**src/rtl/jtmikie_sndlatch.sv**
```systemverilog
// rtl/jtmikie_sndlatch.sv - main-to-sound command FIFO with auto re-triggered m2s_on pulses
// Head of the queue is presented as main_latch; each sound-CPU read re-arms the IRQ pulse.
module jtmikie_sndlatch #(
   parameter int AW        = 2,
   parameter int PULSE_LEN = 8
) (
   input  logic       clk,
   input  logic       rst,
   input  logic [7:0] cpu_dout,
   input  logic       latch_we,
   input  logic       trig_we,
   input  logic       trig_din,
   input  logic       snd_rd,
   output logic [7:0] main_latch,
   output logic       m2s_on,
   output logic       pending,
   output logic       full,
   output logic       ovf
);

   localparam int             DEPTH   = 2**AW;
   localparam int             PW      = $clog2(PULSE_LEN);
   localparam logic [AW:0]    CNT_MAX = (AW+1)'(DEPTH);
   localparam logic [PW-1:0]  PC_LAST = PW'(PULSE_LEN-1);

   typedef enum logic [1:0] {IDLE, FIRE, WAIT, GAP} state_t;

   logic [7:0]    r_mem [DEPTH];
   logic [AW-1:0] r_wr_ptr, r_rd_ptr;
   logic [AW:0]   r_cnt;
   logic [7:0]    r_last;
   logic          r_trg;
   state_t        r_state;
   logic [PW-1:0] r_pc;

   logic          w_full_now, w_empty, w_push, w_pop, w_drop, w_edge;
   logic [AW:0]   w_cnt_nxt;
   logic [AW-1:0] w_rd_nxt;
   logic [7:0]    w_head, w_latch_nxt;

   assign w_full_now = (r_cnt == CNT_MAX);
   assign w_empty    = (r_cnt == '0);
   assign w_pop      = snd_rd && !w_empty;
   // A full FIFO still accepts a push when a pop frees the slot in the same cycle
   assign w_push     = latch_we && (!w_full_now || snd_rd);
   assign w_drop     = latch_we && w_full_now && !snd_rd;
   assign w_edge     = trig_we && trig_din && !r_trg;
   assign w_rd_nxt   = w_pop ? r_rd_ptr + AW'(1) : r_rd_ptr;

   always_comb begin
      w_cnt_nxt = r_cnt;
      if (w_push && !w_pop)
         w_cnt_nxt = r_cnt + (AW+1)'(1);
      else if (!w_push && w_pop)
         w_cnt_nxt = r_cnt - (AW+1)'(1);
   end

   // When the only entry after the update is the one being pushed, bypass the memory
   always_comb begin
      w_head = r_mem[w_rd_nxt];
      if (w_push && w_cnt_nxt == (AW+1)'(1))
         w_head = cpu_dout;
      w_latch_nxt = r_last;
      if (w_cnt_nxt != '0)
         w_latch_nxt = w_head;
      else if (w_pop)
         w_latch_nxt = r_mem[r_rd_ptr];
   end

   always_ff @(posedge clk) begin
      if (!rst && w_push)
         r_mem[r_wr_ptr] <= cpu_dout;
   end

   always_ff @(posedge clk) begin
      if (rst) begin
         r_wr_ptr   <= '0;
         r_rd_ptr   <= '0;
         r_cnt      <= '0;
         r_last     <= 8'h00;
         r_trg      <= 1'b0;
         main_latch <= 8'h00;
         pending    <= 1'b0;
         full       <= 1'b0;
         ovf        <= 1'b0;
      end else begin
         if (w_push)
            r_wr_ptr <= r_wr_ptr + AW'(1);
         if (w_pop)
            r_last <= r_mem[r_rd_ptr];
         if (w_drop)
            ovf <= 1'b1;
         if (trig_we)
            r_trg <= trig_din;
         r_rd_ptr   <= w_rd_nxt;
         r_cnt      <= w_cnt_nxt;
         main_latch <= w_latch_nxt;
         pending    <= (w_cnt_nxt != '0);
         full       <= (w_cnt_nxt == CNT_MAX);
      end
   end

   always_ff @(posedge clk) begin
      if (rst) begin
         r_state <= IDLE;
         r_pc    <= '0;
         m2s_on  <= 1'b0;
      end else begin
         case (r_state)
            IDLE: begin
               m2s_on <= 1'b0;
               if (w_edge) begin
                  r_state <= FIRE;
                  r_pc    <= '0;
                  m2s_on  <= 1'b1;
               end
            end
            FIRE: begin
               if (r_pc == PC_LAST) begin
                  r_state <= WAIT;
                  r_pc    <= '0;
                  m2s_on  <= 1'b0;
               end else begin
                  r_pc <= r_pc + PW'(1);
               end
            end
            WAIT: begin
               m2s_on <= 1'b0;
               if (snd_rd) begin
                  r_pc    <= '0;
                  r_state <= (w_cnt_nxt != '0) ? GAP : IDLE;
               end
            end
            GAP: begin
               if (r_pc == PC_LAST) begin
                  r_state <= FIRE;
                  r_pc    <= '0;
                  m2s_on  <= 1'b1;
               end else begin
                  r_pc <= r_pc + PW'(1);
               end
            end
            default: begin
               r_state <= IDLE;
               r_pc    <= '0;
               m2s_on  <= 1'b0;
            end
         endcase
      end
   end

endmodule

```
**config.mk**
```make
export PLATFORM = sky130hd
export DESIGN_NAME = jtmikie_sndlatch
export DESIGN_NICKNAME = d
export VERILOG_FILES = /design/src/rtl/jtmikie_sndlatch.sv
export SDC_FILE = /design/constraint.sdc
export NUM_CORES = 1
export LEC_CHECK = 0
export CORE_ASPECT_RATIO = 0.9
export CORE_MARGIN = 2
export CORE_UTILIZATION = 45
export DETAILED_ROUTE_END_ITERATION = 12
export GPL_ROUTABILITY_DRIVEN = 1
export SLEW_MARGIN = 20
export SYNTH_ARGS = -nofsm -noshare
export SYNTH_HDL_FRONTEND = slang
export SYNTH_SLANG_ARGS = --single-unit
export TNS_END_PERCENT = 1
```
**constraint.sdc**
```tcl
create_clock -name clk -period 2.55 [get_ports clk]
set_input_delay 0.3825 -clock clk [delete_from_list [all_inputs] [get_ports clk]]
set_output_delay 0.3825 -clock clk [all_outputs]
set_load 0.01 [all_outputs]
```
======== After elaboration in Yosys (flattened, before gate mapping) ========
Memory sizes are Yosys's and may differ from the RTL's. A register that Yosys moved wholly into a read port is not among the register bits.
Index checks and enable logic that the tools add are counted.
word-level totals
  RAM bits ................................ 32
  register bits ........................... 33
  memories kept ........................... 1
  logic and storage cells ................. 77
  input bits .............................. 14
memories
  memory  words  bits a word  read ports  clocked after memory_dff  write ports  line  RTL
  r_mem   4      8            2           1                         1            28    logic [7:0] r_mem [DEPTH];
cells by class
  reduce and logical (&&, ||, !) cells .... 25
  multiplexer cells ....................... 23
  eq/ne operators ......................... 11
  add/subtract/negate cells ............... 5
operators by type and width
  operator               number
  $mux W8                3
  $mux W3                5
  $mux W2                7
  $logic_and A1 B1 Y1    10
  $eq A3 B3 Y1 const B   3
  $pmux W3 S3            1
  $ne A2 B2 Y1 const B   4
  $pmux W2 S4            1
  $logic_not A1 Y1       7
  $add A3 B1 Y3 const B  2
  $mux W1                5
  $add A2 B1 Y2 const B  2
  $eq A2 B2 Y1 const B   2
  $pmux W1 S4            1
  $reduce_and A2 Y1      2
  $reduce_and A4 Y1      1
  $eq A3 B1 Y1 const B   1
  $logic_not A3 Y1       1
  $reduce_bool A3 Y1     1
  $sub A3 B1 Y3 const B  1
  $eq A2 B1 Y1 const B   1
  $logic_not A2 Y1       1
  $reduce_or A2 Y1       1
  $logic_or A1 B1 Y1     1

======== Longest topological paths before layout ========
  word-level depth ........................ 12
  gate-level depth with buffers ........... 11

======== Least setup slack after synthesis ========
Ideal clock, no wire load.
  path kind ............................... register -> register
  start ................................... register r_cnt[1]
  end ..................................... register main_latch[6]
  library setup time ...................... 0.074 ns
  cell stages (with the launch flop) ...... 10
  required time ........................... 2.476 ns
  path buffers ............................ 2
  clock period less this slack ............ 2.261 ns
  arrival ................................. 2.187 ns
  setup slack ............................. 0.289 ns
  path through ............................ dfxtp_1 -> inv_1 -> ha_1 -> buf_2 -> o32a_1 -> o211a_1 -> and4b_1 -> buf_6 -> a2111o_1 -> a31oi_1
on the way
  longest elaborated chain between the ends .. 12
  elaborated cells between the ends (all ways) .. 23
ends and longest elaborated chain
  what                    line  RTL
  start, declared         30    logic [AW:0] r_cnt;
  start signal, assigned  96    r_cnt <= w_cnt_nxt;
  $eq A3 B3 Y1            41    assign w_full_now = (r_cnt == CNT_MAX);
  $logic_not A1 Y1        45    assign w_push = latch_we && (!w_full_now || snd_rd);
  $logic_or A1 B1 Y1      45
  $logic_and A1 B1 Y1     45
  $logic_not A1 Y1        54    else if (!w_push && w_pop)
  $logic_and A1 B1 Y1     54
  $mux W3                 54
  $mux W3                 52    if (w_push && !w_pop)
  $eq A3 B1 Y1            61    if (w_push && w_cnt_nxt == (AW+1)'(1))
  $logic_and A1 B1 Y1     61
  $mux W8                 61
  $mux W8 (*)             64    if (w_cnt_nxt != '0)
  end signal, assigned    97    main_latch <= w_latch_nxt;
  end, declared           14    output logic [7:0] main_latch,
Mark *: on every way between the ends. The rest lies on a longest branch, timed or not.
A chain may end at the register's enable or synchronous reset.

======== Worst setup path after layout ========
  start ................................... register r_cnt[0]
  end ..................................... register main_latch[6]
The elaborated chain is that of the path after synthesis.

==> run metrics <==
post-CTS setup buffers 0; Crit path arrival time 2.58 ns; CTS tree built; Post-Synth Adder-Cell Area 4.99%; Seq pwr share 33.8%; antenna violations before repair 0; Num CTS Buffers 9; Ports 26; area of the multi-input gates 0.00150 sq mm; Clock Path Buffers 2; Clock Skew 0.00688 ns; register area share after synthesis 49.8%; Final Non-Filler Cells 429; post-cts repair resize count 0; number of global-route vias before repair 2194; core area 0.00704 sq mm; largest area contributor in the netlist edfxtp_1; final hold vios 0; ANT nets after route 0; Clock power frac 23.0%; Yosys cell types 45; pre-CTS setup slack -0.119 ns; Cell Int Power 2.79 mW; Final #Nets 358; Clock Latency Late Sink 0.34 ns; Max Fclk 0.434 GHz; layout cells sized above 1 13.7%; Yosys warning count 0; gpl congestion 0.781; Final Cell Area 0.00395 sq mm; max-slew violations 0; area grow syn2layout 21.3%; unrepaired setup endpoints after global routing false; vias 2289; largest net degree at the start of global routing 25; placed cell area 0.00373 sq mm; synth top area cells edfxtp_1 (30%), dfxtp_1 (20%), mux2i_1 (11%); first-pass GRT wire length 11000 um; Cell Chain, Critical Path inv_1 -> ha_1 -> o32a_1 -> o211a_1 -> and4b_2 -> a2111o_1 -> a31oi_1; most common cell after layout, fill and taps aside mux2i_1; Final Cycle Share 90.4%; worst reg2reg path depth 7; compound-gate portion of the synthesized area 10.8%; pwr/cell area 1060 mW/mm^2; CP max stage delay 0.38 ns; Worst setup SP type register; Sw Pwr 1.39 mW; Req. time, crit path 2.82 ns; Synth Register Bits 65; Final min period 2.31 ns; slew at the pin closest to its max-slew limit 0.655 ns; Finished Core Util 56.1%; Tot Pwr 4.18 mW; Residual DRC 0; total gr overflow 0; Mapped Avg Cell Area 11.2 sq um; worst setup margin 0.244 ns; die width 93.7 um; H-tree lvl count 3; Finish-stage setup viols 0; Final Hold Slack 0.464 ns; syn_nets 319; Die Height 84.7 um; Initial Util 46.3%; FF+latch area 0.00162 sq mm; max_cap viols 0; Worst VDD drop 0.617 mV; Tot GR Track Use 18.7%; PortBufs 25; Detailed Place HPWL 4540 um; DIE AREA 0.00794 sq mm; crit path capture type register; drt wl/cell 16.0 um; WHS Path Cells 2; CTS Hold Bufs 0; clock transition at the registers of the reported paths 0.07 ns; ys async rst share 0%; status complete, no violations; top cell type's share of synthesized area 29.5%; Setup CP Type reg -> reg; Synth Instances 292; switch share 33.3%; Slew headroom 56.3%; Synth Cell Area 0.00326 sq mm; mux cell area share after synthesis 17.2%; Synth Area in XOR/XNOR 1.34%; combinational share of power 43.2%; Post-synth EDFFs 32; commonest non-fill, non-tap cells in the layout mux2i_1 (37), dfxtp_1 (32), edfxtp_1 (32), nand2_1 (29), nor2_1 (26); main combinational cell family by area after synthesis multiplexers; root cell of the clock tree clkbuf_8; CTS Sinks 65; drt first pass iters 4; Synth Area in Simple Gates 11.6%; cell count after placement 413; Worst path slowest cell dfxtp_1; fill cell count 625; Worst Path Max Fanout 9; Ant. Diodes 0; Routed WL 6850 um; P_leak 1.48 nW; Most used DFF post-synth dfxtp_1; DR vias/cell 5.34; worst hold path class reg -> reg; Iter 0 DRT Violations 93; cell row count 29; setup TNS 0 ns
==> cells by family after synthesis <==
group                      after synthesis
AOI/OAI and AO/OA                       47
xor gates and xnor gates                 5
adders and majority gates               13
buffers and inverters                   33
DFF                                     65
muxes                                   47
and+or+nand+nor                         82
==> flip-flops by register name (all words and copies together), names as in the netlist <==
signal	count
main_latch	8
r_rd_ptr	2
r_pc	3
r_mem	32
r_trg	1
full	1
pending	1
m2s_on	1
r_state	2
r_wr_ptr	2
r_last	8
r_cnt	3
ovf	1
==> cell type report <==
class | count | area share (%)
Inverter | 16 | 1.52
Sequential cell | 65 | 41.1
Tap cell | 93 | 2.94
Multi-Input combinational cell | 194 | 37.9
Clock inverter | 6 | 2.03
Clock buffer | 10 | 3.48
Timing Repair Buffer | 45 | 11.1
==> final timing paths <==
path | slack, ns | start | to
worst max-delay path | 0.24 | r_cnt[0] | main_latch[6]
worst min-delay path | 0.46 | r_last[6] | r_last[6]
worst max register to register | 0.24 | r_cnt[0] | main_latch[6]
worst min register to register | 0.46 | r_last[6] | r_last[6]
==> worst max-delay path, delay by kind of cell, from the launching register on <==
kind	cells	cell delay, ns
AOI/OAI and AO/OA	4	1.13
buffers and inverters	1	0.08
and+or+nand+nor	1	0.34
adders and majority gates	1	0.31
DFF	1	0.38
==> power groups by stage <==
stage          sequential (mW)  combinational, mW  clock (mW)
5_1_grt                   1.43               1.99        1.03
4_1_cts                   1.42               1.81       0.985
3_3_place_gp              1.44               1.79           0
2_1_floorplan             1.37               1.21           0
6_report                  1.41               1.81       0.962
3_5_place_dp              1.44               1.80           0
==> cells in the mapped netlist, drive strengths merged, types with 2 or more instances <==
master	instances
a31oi	8
a2bb2oi	3
nand3	4
inv	16
xnor2	4
o2bb2a	4
mux2	3
nor2	26
a221oi	2
buf	9
nand2b	2
nor2b	5
o221ai	2
a21oi	8
o21ai	5
edfxtp	32
clkbuf	8
nand2	29
and2	11
mux2i	37
mux4	7
a211oi	4
dfxtp	33
ha	13
==> metal layers <==
metal	GRT usage [%]	vias to the layer above	wire, um
met4	5.93	0	85
met2	28.6	49	3220
li1	-	1132	-
met5	0	-	0
met1	25.4	1100	3270
met3	5.83	8	275
Power figures use the tool's default switching activity.
==> RTL change, RTL diff (same settings) <==
Reset style: asynchronous (`rst`), changed in 2 clocked blocks.
--- a/src/rtl/jtmikie_sndlatch.sv
+++ b/src/rtl/jtmikie_sndlatch.sv
@@ -72,7 +72,7 @@
          r_mem[r_wr_ptr] <= cpu_dout;
    end
 
-   always_ff @(posedge clk) begin
+   always_ff @(posedge clk or posedge rst) begin
       if (rst) begin
          r_wr_ptr   <= '0;
          r_rd_ptr   <= '0;
@@ -100,7 +100,7 @@
       end
    end
 
-   always_ff @(posedge clk) begin
+   always_ff @(posedge clk or posedge rst) begin
       if (rst) begin
          r_state <= IDLE;
          r_pc    <= '0;
Behaviour: differs if rst is asserted again (counterexample within 4 cycles, from zero or initial values and one cycle with rst high); with rst held inactive, the same outputs for 10 cycles.
==> RTL change against the unedited design <==
Synthesized area is 7.3% higher. Sequential cell count did not move. Total power is 19% higher. Setup slack lost 0.070 ns. Wire length up 0.77%. Cell count is 2.6% lower. Clock power hardly changed. Cell area grew 6.4%. Non-clock buffer count grew 3. Critical path depth rose by 2. Critical path type unchanged. Highest routed layer unchanged.
==> RTL change: results (changes against the unedited design) <==
[metrics] status: finished, final reports clean
[metrics] Leak: 1.71 nW (+16%)
[metrics] category of cells accounting for the largest share of critical-path delay: buffers and inverters
[metrics] average routed wire per standard cell: 16.5 um (+3.4%)
[metrics] Post-Synthesis Net Count: 302 (-5.3%)
[metrics] met2 track demand over resource: 27.7% (-0.99 points)
[metrics] half-perimeter wire length of the detailed placement result: 4710 um (+3.9%)
[metrics] all-layer global routing usage: 17.8% (-0.89 points)
[metrics] primary flip-flop cell chosen by synthesis mapping: dfrtp_1
[metrics] vias in the first global route: 2,252 (+2.6%)
[metrics] worst clock skew on the final layout: 0.0119 ns (+0.00500 ns)
[metrics] total non-filler cell area in the finished layout: 0.00421 mm^2 (+6.4%)
[metrics] fillers: 654 (+4.6%)
[metrics] number of cells produced by synthesis: 275 (-5.8%)
[metrics] library cell contributing the largest single delay on the critical path: dfrtp_1
[metrics] end of the worst register-to-register path: main_latch[3]$_DFF_PP0_
[metrics] relative area of clock buffers and inverters in the final design: 5.24% (-0.27 points)
[metrics] net total in the final layout: 344 (-3.9%)
[metrics] ys async rst share: 50.8% (+51 points)
[metrics] biggest cell delay along the critical path: 0.42 ns (+0.04 ns)
[metrics] Relative slew margins: 30.4% (-26 points)
[metrics] global routing met1 resource utilization: 25.7% (+0.34 points)
[metrics] Max VDD drop: 0.501 mV (-19%)
[metrics] net switching share of the total power: 35.8% (+2.4 points)
[metrics] largest fanout of any net on the critical path: 10 (+1)
[metrics] global-route wire length before repair: 11,500 um (+4.4%)
[metrics] Synth area leaders: edfxtp_1, dfrtp_1, mux4_2, ha_1, mux2i_1
[metrics] multi-input combinational gate total: 179 (-7.7%)
[metrics] logic depth of the worst register-to-register path: 9 (+2)
[metrics] fraction of the yosys area taken by sequential cells: 51.1% (+1.3 points)
[metrics] area enclosed by the die boundary: 0.00849 mm^2 (+7.0%)
[metrics] Detailed Route WL: 6900 um (+0.77%)
[metrics] placer congestion estimate: 0.795 (+1.9%)
[RTL change: cell types whose count changed after synthesis, sizes merged, moves of 5 or more]
| cell | before | now |
|---|---|---|
| a21oi | 8 | 13 |
| o22ai | 0 | 8 |
| and2 | 11 | 3 |
| nor2 | 26 | 8 |
| dfxtp | 33 | 0 |
| dfrtp | 0 | 33 |
| mux4 | 7 | 17 |
| o21a | 0 | 8 |
| mux2i | 37 | 16 |
| a31oi | 8 | 2 |
[RTL change: cell families (layout without fill, tap and decap cells)]
logic type | Yosys count | in the layout | synth area share [%]
simple gates | 71 | 71 | 10.4
flops | 65 | 65 | 51.1
compound gates | 55 | 55 | 11.6
mux | 35 | 35 | 16.2
buf+inv | 31 | 78 | 4.83
fa+ha+maj | 13 | 13 | 4.65
xor+xnor | 5 | 5 | 1.25
[RTL change: worst min path at each step]
stage / endpoint / slack, ns / cells after the start
after floorplan: r_last[0]$_DFF_PP0_ / 0.44 / 2
after global placement: ovf$_DFFE_PP0P_ / 0.46 / 1
after detailed placement: r_last[4]$_DFF_PP0_ / 0.46 / 2
after CTS: r_pc[2]$_DFFE_PP0P_ / 0.32 / 2
after global routing: r_pc[2]$_DFFE_PP0P_ / 0.36 / 2
final: r_wr_ptr[0]$_DFFE_PP0P_ / 0.33 / 2
[RTL change: power groups by stage]
| stage | sequential, mW | clock (mW) | combinational, mW |
|---|---|---|---|
| global placement | 1.65 | 0 | 2.35 |
| detailed placement | 1.66 | 0 | 2.39 |
| floorplan | 1.58 | 0 | 1.76 |
| CTS | 1.63 | 0.987 | 2.40 |
| finish | 1.63 | 0.963 | 2.37 |
| global route | 1.68 | 1.05 | 2.62 |
[RTL change: metal layers]
metal,share of wire [%],up-vias
li1,-,1107
met1,50,1108
met2,45,48
met3,3.6,5
met4,1.1,0
met5,0,-
